==> config.mk <==
export PLATFORM = sky130hd
export DESIGN_NAME = cp0_pc_ctrl
export DESIGN_NICKNAME = d
export VERILOG_FILES = /design/src/rtl/cp0_pc_ctrl.sv
export SDC_FILE = /design/constraint.sdc
export NUM_CORES = 1
export LEC_CHECK = 0
export BUFFER_PORTS_ARGS = -buffer_cell sky130_fd_sc_hd__buf_2
export CELL_PAD_IN_SITES_DETAIL_PLACEMENT = 0
export CELL_PAD_IN_SITES_GLOBAL_PLACEMENT = 1
export CORE_MARGIN = 3
export CORE_UTILIZATION = 24
export DETAILED_ROUTE_END_ITERATION = 12
export GPL_TIMING_DRIVEN = 1
export PLACE_DENSITY = 0.73
export SLEW_MARGIN = 20
export SYNTH_ARGS = -nofsm -noshare
export SYNTH_HDL_FRONTEND = slang
export SYNTH_SLANG_ARGS = --single-unit
export TNS_END_PERCENT = 5
==> constraint.sdc <==
create_clock -name i_clk -period 1.27 [get_ports i_clk]
set_input_delay 0.1905 -clock i_clk [delete_from_list [all_inputs] [get_ports i_clk]]
set_output_delay 0.1905 -clock i_clk [all_outputs]
set_load 0.1 [all_outputs]
==> src/rtl/cp0_pc_ctrl.sv <==
// CP0 exception/PC-source controller for the unpipelined MIPS core.
// Holds EPC, Cause and Status and selects the next fetch source each cycle.
module cp0_pc_ctrl #(
  parameter logic [31:0] HANDLER_ADDR = 32'h0000_0080
) (
  input  logic        i_clk,
  input  logic        i_rst,
  input  logic [31:0] i_fetch_pc,
  input  logic        i_branch_taken,
  input  logic        i_exc_req,
  input  logic [4:0]  i_exc_code,
  input  logic [5:0]  i_irq,
  input  logic        i_eret,
  input  logic        i_mtc0_we,
  input  logic [4:0]  i_mtc0_addr,
  input  logic [31:0] i_mtc0_data,
  output logic [1:0]  o_pcsrc,
  output logic [31:0] o_epc,
  output logic [31:0] o_error_handler,
  output logic [31:0] o_status,
  output logic [31:0] o_cause,
  output logic        o_redirect
);

  typedef enum logic [2:0] {
    EV_SEQ,
    EV_BRANCH,
    EV_ERET,
    EV_IRQ,
    EV_EXC
  } event_t;

  localparam logic [4:0] CP0_STATUS = 5'd12;
  localparam logic [4:0] CP0_EPC    = 5'd14;

  logic [31:0] r_epc;
  logic [7:0]  r_im;
  logic        r_exl;
  logic        r_ie;
  logic [5:0]  r_ip;
  logic [4:0]  r_exc_code;
  logic        r_irq_pend;
  logic        r_redirect;

  event_t      w_event;
  logic [1:0]  w_pcsrc;
  logic [31:0] w_epc_n;
  logic [7:0]  w_im_n;
  logic        w_exl_n;
  logic        w_ie_n;
  logic [4:0]  w_exc_code_n;
  logic        w_irq_pend_n;
  logic        w_unused;

  // Fixed priority: exception, interrupt, ERET (only inside a handler), branch.
  always_comb begin
    w_event = EV_SEQ;
    if (!i_rst) begin
      if (i_exc_req)                 w_event = EV_EXC;
      else if (r_irq_pend && !r_exl) w_event = EV_IRQ;
      else if (i_eret && r_exl)      w_event = EV_ERET;
      else if (i_branch_taken)       w_event = EV_BRANCH;
    end
    case (w_event)
      EV_EXC, EV_IRQ: w_pcsrc = 2'b11;
      EV_ERET:        w_pcsrc = 2'b10;
      EV_BRANCH:      w_pcsrc = 2'b01;
      default:        w_pcsrc = 2'b00;
    endcase
  end

  // MTC0 applies first; the event then overrides only the fields it owns.
  always_comb begin
    w_epc_n      = r_epc;
    w_im_n       = r_im;
    w_exl_n      = r_exl;
    w_ie_n       = r_ie;
    w_exc_code_n = r_exc_code;
    w_irq_pend_n = (|(i_irq & r_im)) & r_ie & ~r_exl;
    if (i_mtc0_we && i_mtc0_addr == CP0_STATUS) begin
      w_im_n  = i_mtc0_data[15:8];
      w_exl_n = i_mtc0_data[1];
      w_ie_n  = i_mtc0_data[0];
    end
    if (i_mtc0_we && i_mtc0_addr == CP0_EPC) begin
      w_epc_n = i_mtc0_data;
    end
    case (w_event)
      EV_EXC: begin
        if (!r_exl) w_epc_n = i_fetch_pc;
        w_exl_n      = 1'b1;
        w_exc_code_n = i_exc_code;
      end
      EV_IRQ: begin
        w_epc_n      = i_fetch_pc;
        w_exl_n      = 1'b1;
        w_exc_code_n = 5'd0;
      end
      EV_ERET: w_exl_n = 1'b0;
      default: ;
    endcase
  end

  always_ff @(posedge i_clk) begin
    if (i_rst) begin
      r_epc      <= 32'd0;
      r_im       <= 8'd0;
      r_exl      <= 1'b0;
      r_ie       <= 1'b0;
      r_ip       <= 6'd0;
      r_exc_code <= 5'd0;
      r_irq_pend <= 1'b0;
      r_redirect <= 1'b0;
    end else begin
      r_epc      <= w_epc_n;
      r_im       <= w_im_n;
      r_exl      <= w_exl_n;
      r_ie       <= w_ie_n;
      r_ip       <= i_irq;
      r_exc_code <= w_exc_code_n;
      r_irq_pend <= w_irq_pend_n;
      r_redirect <= w_pcsrc[1];
    end
  end

  assign w_unused        = &{1'b0, i_mtc0_data[31:16], i_mtc0_data[7:2]};
  assign o_pcsrc         = w_pcsrc;
  assign o_epc           = r_epc;
  assign o_error_handler = HANDLER_ADDR;
  assign o_status        = {16'd0, r_im, 6'd0, r_exl, r_ie};
  assign o_cause         = {16'd0, r_ip, 3'd0, r_exc_code, 2'd0};
  assign o_redirect      = r_redirect;

endmodule
==> results of run 1 <==
==> power by group <==
part | switching (uW) | total, uW | internal (uW)
Sequential | 59.2 | 1880 | 1820
Clock | 590 | 1320 | 731
Combinational | 1960 | 2350 | 384
Total | 2610 | 5550 | 2940
==> sequential cells by signal, indices dropped and copies added (netlist names) <==
name / flops
r_irq_pend: 1
r_ip: 6
o_epc: 32
r_exl: 1
r_ie: 1
o_redirect: 1
r_im: 8
r_exc_code: 5
==> logic make-up after synthesis <==
kind of cell	Yosys count	synth area share [%]
simple gates	127	17.9
buf+inv	102	24.7
flops	55	38.5
compound gates	47	13.3
mux	15	5.26
other cells	2	0.263
==> Yosys cell counts <==
cell / instances
a21oi_1: 6
o31a_1: 1
inv_1: 4
nor3_1: 1
nand2_1: 67
o21ai_4: 1
o21ai_0: 3
nor2b_1: 7
dfxtp_1: 55
clkbuf_1: 10
and3_1: 1
buf_2: 7
nand3_1: 1
a22oi_1: 3
and4bb_1: 1
nor2_1: 48
conb_1: 2
a31oi_1: 1
nand3b_1: 1
a311oi_1: 32
buf_6: 3
buf_4: 78
mux2i_1: 15
==> layout make-up <==
type                       count  area [um^2]
clock buffer                   7          133
clock inverter                 1         5.00
fill                        1194         7510
inverter                       4         15.0
multi-input combinational    264         1360
sequential                    55         1110
tap                          143          179
timing repair buffer         156         1210
==> metrics by stage <==
stage               cell area (um^2)  worst slack, ns
floorplan                       3160           -0.273
global placement                3780           -0.138
detailed placement              3780           -0.195
CTS                             3930           -0.155
global route                    4010           -0.187
finish                          4010           -0.132
==> cell usage in the layout, fill, tap and decap left out, drive strengths merged <==
cell type  instances
buf              129
conb              75
nand2             67
dfxtp             55
nor2              48
clkbuf            34
a311oi            32
mux2i             15
nor2b              7
a21oi              6
inv                4
o21ai              4
a22oi              3
and4bb             1
nand3b             1
nand3              1
and3               1
nor3               1
o31a               1
a31oi              1
clkinv             1
==> layer usage <==
layer | track usage, % | routed length [um] | vias up
li1 | - | - | 1289
met1 | 14.6 | 3570 | 1192
met3 | 3.47 | 751 | 9
met5 | 0 | 0 | -
met4 | 2.97 | 87 | 0
met2 | 18.0 | 3690 | 134
==> path summary, 6_finish.rpt <==
kind,end
worst min-delay path,r_ip[5]
worst max-delay path,o_pcsrc[1]
worst max register to register,o_epc[24]
worst min register to register,o_epc[20]
==> what timing repair did <==
| action | 4_1_cts | 5_1_grt |
|---|---|---|
| buffers inserted | 0 | 1 |
| pin swaps | 1 | 2 |
| setup endpoints to repair | 8 | 60 |
| hold endpoints to repair | 0 | 0 |
| gates resized for setup | 4 | 29 |
==> critical path: cells and delay by family (launching register included) <==
| kind | cells | cell delay, ns |
|---|---|---|
| DFF | 1 | 0.37 |
| muxes | 1 | 0.20 |
| AOI/OAI and AO/OA | 1 | 0.17 |
| buffers and inverters | 1 | 0.19 |
==> summary.md, run 1 <==
| Metric | Value |
|---|---|
| Status | complete, but fails checks |
| Violated checks | negative setup slack |
| #FFs+latches synth | 55 |
| Clock slew at reported path FFs | approximately 0.070 ns |
| Maxcap violations | 0 |
| DRC | 0 |
| Port Buffer Count | 141 |
| GP Congestion | 0.773 |
| DR pass1 iterations | 4 |
| Dominant cells by area after synthesis | dfxtp_1 (39%), buf_4 (20%), a311oi_1 (9.8%), nand2_1 (8.8%), nor2_1 (6.3%) |
| Syn_area_per_cell | slightly above 8 um^2 |
| Ports | 217 |
| Internal reg-to-reg setup slack | -0.05 ns |
| # hold bufs at CTS | 0 |
| Dominant cell type by area after synthesis | dfxtp_1 |
| Post-synthesis cell type count | 23 |
| Cell Rows | 39 |
| Starting Density | approximately 25% |
| Vias | 2624 |
| Critical path type | register to output port |
| Final HPWL from detailed placement | approximately 6.4 mm |
| Share of layout cells above drive strength 1 | between 30% and 40% |
| Clock Sinks | 55 |
| Die outline width | roughly 120 um |
| Critical path capture point type | output port |
| R2r startpoint | r_exl |
| CTS tree | yes |
| Post-route clock period utilization | 110% |
| Area growth syn-to-layout | 40.3% |
| Via-to-Cell Ratio | approximately 4.2 |
| Max clock buf depth | 2 |
| Clock Tree Root | clkbuf_16 |
| Core Util, Final | 34.8% |
| Maximum ir drop on the vdd rail | between 0.6 and 0.7 mV |
| Placed cell count | about 620 |
| Setup WS post-layout | -0.132 ns |
| Total CTS buffers | 5 |
| Worst-skew pair later-pin latency | slightly below 0.3 ns |
| Vias in the first global route | approximately 2400 |
| Tmin final | roughly 1.4 ns |
| Final ANT Viol Nets | 0 |
| Worst reg-to-reg path cell count | 4 |
| Worst setup SP type | register |
| Initial antenna violation count | 0 |
| Power Total | ~5500 uW |
| Crit path largest cell delay | between 0.3 and 0.4 ns |
| F_max | 713 MHz |
| Final Skew | just over 0.005 ns |
| Die H | 115 um |
| Power per cell area | between 1000 and 1500 nW/um^2 |
| Hold path start | i_irq[5] |
| Worst hold stages | 2 |
| Core Area | 11500 um^2 |
| Sequential-to-total area share from yosys stat | 38.5% |
| Slowest CP cell | dfxtp_4 |
| Setup violations, final | 12 |
| Gr usage total | between 10% and 20% |
| Htree depth | 2 |
| Routed length per placed instance | between 10 and 15 um |
| Worst path cell trace | mux2i_4, a21oi_4, buf_12 |
| Pleak | ~0.0019 uW |
| CP startpoint | r_exl |
| Final hold slack | around 0.13 ns |
| WP data required | between 1 and 1.5 ns |
| Largest net degree at the start of global routing | 35 |
| CP Max Fanout | 5 |
| Fin nets | roughly 570 |
| Ys Warns | 0 |
| Proportion of netlist area held by the largest area contributor | slightly below 40% |
| DRT Wirelength | 8.10 mm |
| Iter 0 DRT Violations | roughly 130 |
| Final hold vios | 0 |
| Hold Crit Class | primary input to register |
| Mapped Cells | 348 |
| N_diodes | 0 |
| Synth Cell Area | between 2000 and 3000 um^2 |
| RSZ-0062 raised after global routing | yes |
| First-pass GRT wire length | between 10 and 15 mm |
| Max Slew Vio Count | 0 |
| Final setup TNS | -0.401 ns |
| Arr. time, crit path | roughly 1.2 ns |
| Die Footprint | about 13000 um^2 |
| Remaining Overflow, GRT | 0 |
| Final cell count without fillers | between 600 and 700 |
Note: power is estimated with default switching activity, not from simulation.
==> run 2, diff against run 1 <==
--- a/config.mk
+++ b/config.mk
@@ -9,10 +9,10 @@
 export CELL_PAD_IN_SITES_DETAIL_PLACEMENT = 0
 export CELL_PAD_IN_SITES_GLOBAL_PLACEMENT = 1
 export CORE_MARGIN = 3
-export CORE_UTILIZATION = 24
+export CORE_UTILIZATION = 27
 export DETAILED_ROUTE_END_ITERATION = 12
 export GPL_TIMING_DRIVEN = 1
-export PLACE_DENSITY = 0.73
+export PLACE_DENSITY = 0.78
 export SLEW_MARGIN = 20
 export SYNTH_ARGS = -nofsm -noshare
 export SYNTH_HDL_FRONTEND = slang
==> constraint.sdc (replaced) <==
create_clock -name i_clk -period 1.6 [get_ports i_clk]
set_input_delay 0.24 -clock i_clk [delete_from_list [all_inputs] [get_ports i_clk]]
set_output_delay 0.24 -clock i_clk [all_outputs]
set_load 0.1 [all_outputs]
==> run 2 against run 1 <==
  * The flow now finishes without violations
  * Worst setup slack gained 0.21 ns
  * Utilization rose by 1.2 points
  * Via count shrank 1.3%
  * Routed wire length shrank 4.6%
  * First-iteration DRC count is 18% lower
  * Final cell count down 2.5%
  * Combinational power fell by 25%
  * Count of clock-buffer cells in the layout is 2 lower
  * Critical endpoint unchanged
==> summary.md, run 2 (synthesized netlist as in run 1, its figures left out) <==
| Metric | Value |
|---|---|
| Status | complete, no violations |
| DRC | 0 |
| Share of layout cells above drive strength 1 | between 30% and 40% |
| Multi-input logic area | 1360 um^2 |
| DRT Wirelength | ~7.7 mm |
| Max Slew Vio Count | 0 |
| Switching pwr | between 2000 and 2500 uW |
| Hold Crit Class | primary input to register |
| Die H | approximately 110 um |
| Area growth syn-to-layout | 26.5% |
| Final hold vios | 0 |
| Maximum ir drop on the vdd rail | around 0.38 mV |
| Arr. time, crit path | between 1 and 1.5 ns |
| First-pass GRT wire length | approximately 11 mm |
| Power per cell area | 1150 nW/um^2 |
| Via-to-Cell Ratio | between 4 and 5 |
| Seq. cell area | 1110 um^2 |
| Max clock buf depth | 2 |
| Pleak | around 0.0018 uW |
| Final hold slack | ~0.15 ns |
| Critical path capture point type | output port |
| Clock slew at reported path FFs | ~0.10 ns |
| Tmin final | around 1.5 ns |
| Clock Power Share | roughly 22% |
| Core Area | 10000 um^2 |
| Cell Rows | 36 |
| Largest net degree at the start of global routing | 33 |
| Clock Tree Root | clkbuf_8 |
| Post-route clock period utilization | 95.4% |
| # hold bufs at CTS | 0 |
| Switch share | 48.8% |
| WP data required | about 1.4 ns |
| Die outline width | ~110 um |
| Comb pwr share | between 40 and 50% |
| Final ANT Viol Nets | 0 |
| CTS tree | yes |
| Critical path type | register to output port |
| Vias in the first global route | around 2400 |
| Port Buffer Count | between 100 and 150 |
| Sequential share of power | roughly 36% |
| Area after DPL | between 3000 and 4000 um^2 |
| Die Footprint | 11800 um^2 |
| Final HPWL from detailed placement | slightly above 6 mm |
| P_int | roughly 2100 uW |
| Ports | 217 |
| Htree depth | 2 |
| Number of post-CTS setup repair buffers | 0 |
| Maxcap violations | 0 |
| # fillers | 1075 |
| Clock Sinks | 55 |
| Worst setup SP type | register |
| Commonest non-fill, non-tap cell in the layout | buf_2 |
| Most frequent cells in the layout | buf_2 (139), conb_1 (75), nand2_1 (67) |
| GP Congestion | between 0.7 and 0.8 |
| Number of flip-flops in the largest register | 32 |
| Final Skew | 0.00856 ns |
| Initial antenna violation count | 1 |
| Total CTS buffers | 5 |
| Worst-skew pair later-pin latency | 0.30 ns |
| DR pass1 iterations | 4 |
| Vias | between 2000 and 3000 |
| Routed length per placed instance | around 13 um |
| Iter 0 DRT Violations | around 110 |
| Final instance area | between 3000 and 4000 um^2 |
| Starting Density | ~28% |
| Gr usage total | a little under an eighth |
| CP Max Fanout | 7 |
| Remaining Overflow, GRT | 0 |
| Setup violations, final | 0 |
| N_diodes | 0 |
| RSZ-0062 raised after global routing | no |
| Fin nets | around 570 |
| F_max | roughly 660 MHz |
[run 2: per-stage QoR]
step | setup slack [ns] | utilization, % | total power [uW] | TNS, ns | std cells
final | 0.0737 | 36.0 | 4160 | 0 | 614
after global routing | 0.000743 | 36.0 | 4340 | 0 | 614
after CTS | 0.0170 | 35.8 | 4210 | 0 | 614
after detailed placement | 0.0582 | 34.7 | 3290 | 0 | 607
after global placement | 0.113 | 34.7 | 3280 | 0 | 607
after floorplan | -0.0643 | - | 3180 | -0.0643 | 421
[run 2: worst paths after layout]
| path | startpoint | end | slack (ns) | cells past startpoint |
|---|---|---|---|---|
| max | r_exl | o_pcsrc[1] | 0.07 | 3 |
| min | i_irq[2] | r_ip[2] | 0.15 | 2 |
| max reg2reg | r_exl | o_epc[27] | 0.31 | 4 |
| min reg2reg | r_ie | r_irq_pend | 0.47 | 2 |
[run 2: power by group through the flow]
| stage | Clock, uW | Combinational (uW) | Sequential (uW) |
|---|---|---|---|
| finish | 903 | 1770 | 1490 |
| floorplan | 0 | 1120 | 2060 |
| detailed placement | 0 | 1770 | 1520 |
| global placement | 0 | 1760 | 1510 |
| CTS | 956 | 1770 | 1490 |
| global route | 1010 | 1830 | 1500 |
[run 2: metal layers]
| metal | GRT usage, % | part of all wire, % | vias to the layer above |
|---|---|---|---|
| li1 | - | - | 1271 |
| met1 | 14.8 | 40 | 1191 |
| met2 | 21.1 | 51 | 121 |
| met3 | 2.72 | 8.1 | 6 |
| met4 | 2.98 | 0.91 | 2 |
| met5 | 0 | 0.17 | - |
[run 2: repair_timing]
item | 4_1_cts | 5_1_grt
pin swaps | 0 | 0
endpoints found under the setup margin | 2 | 2
endpoints found under the hold margin | 0 | 0
gates resized for setup | 3 | 3
[run 2: cell type report]
| type | count | share of cell area, % |
|---|---|---|
| repair buffers | 151 | 23.8 |
| flip-flops and latches | 55 | 30.6 |
| clock buffers | 5 | 1.91 |
| clock inverters | 2 | 1.04 |
| multi-input cells | 264 | 37.6 |
| well taps | 133 | 4.61 |
| inverters | 4 | 0.416 |
[run 2: worst max-delay path: stages (launching register included)]
cell and delay, ns:
dfxtp_4 0.39, mux2i_4 0.20, a21oi_4 0.20, buf_12 0.19
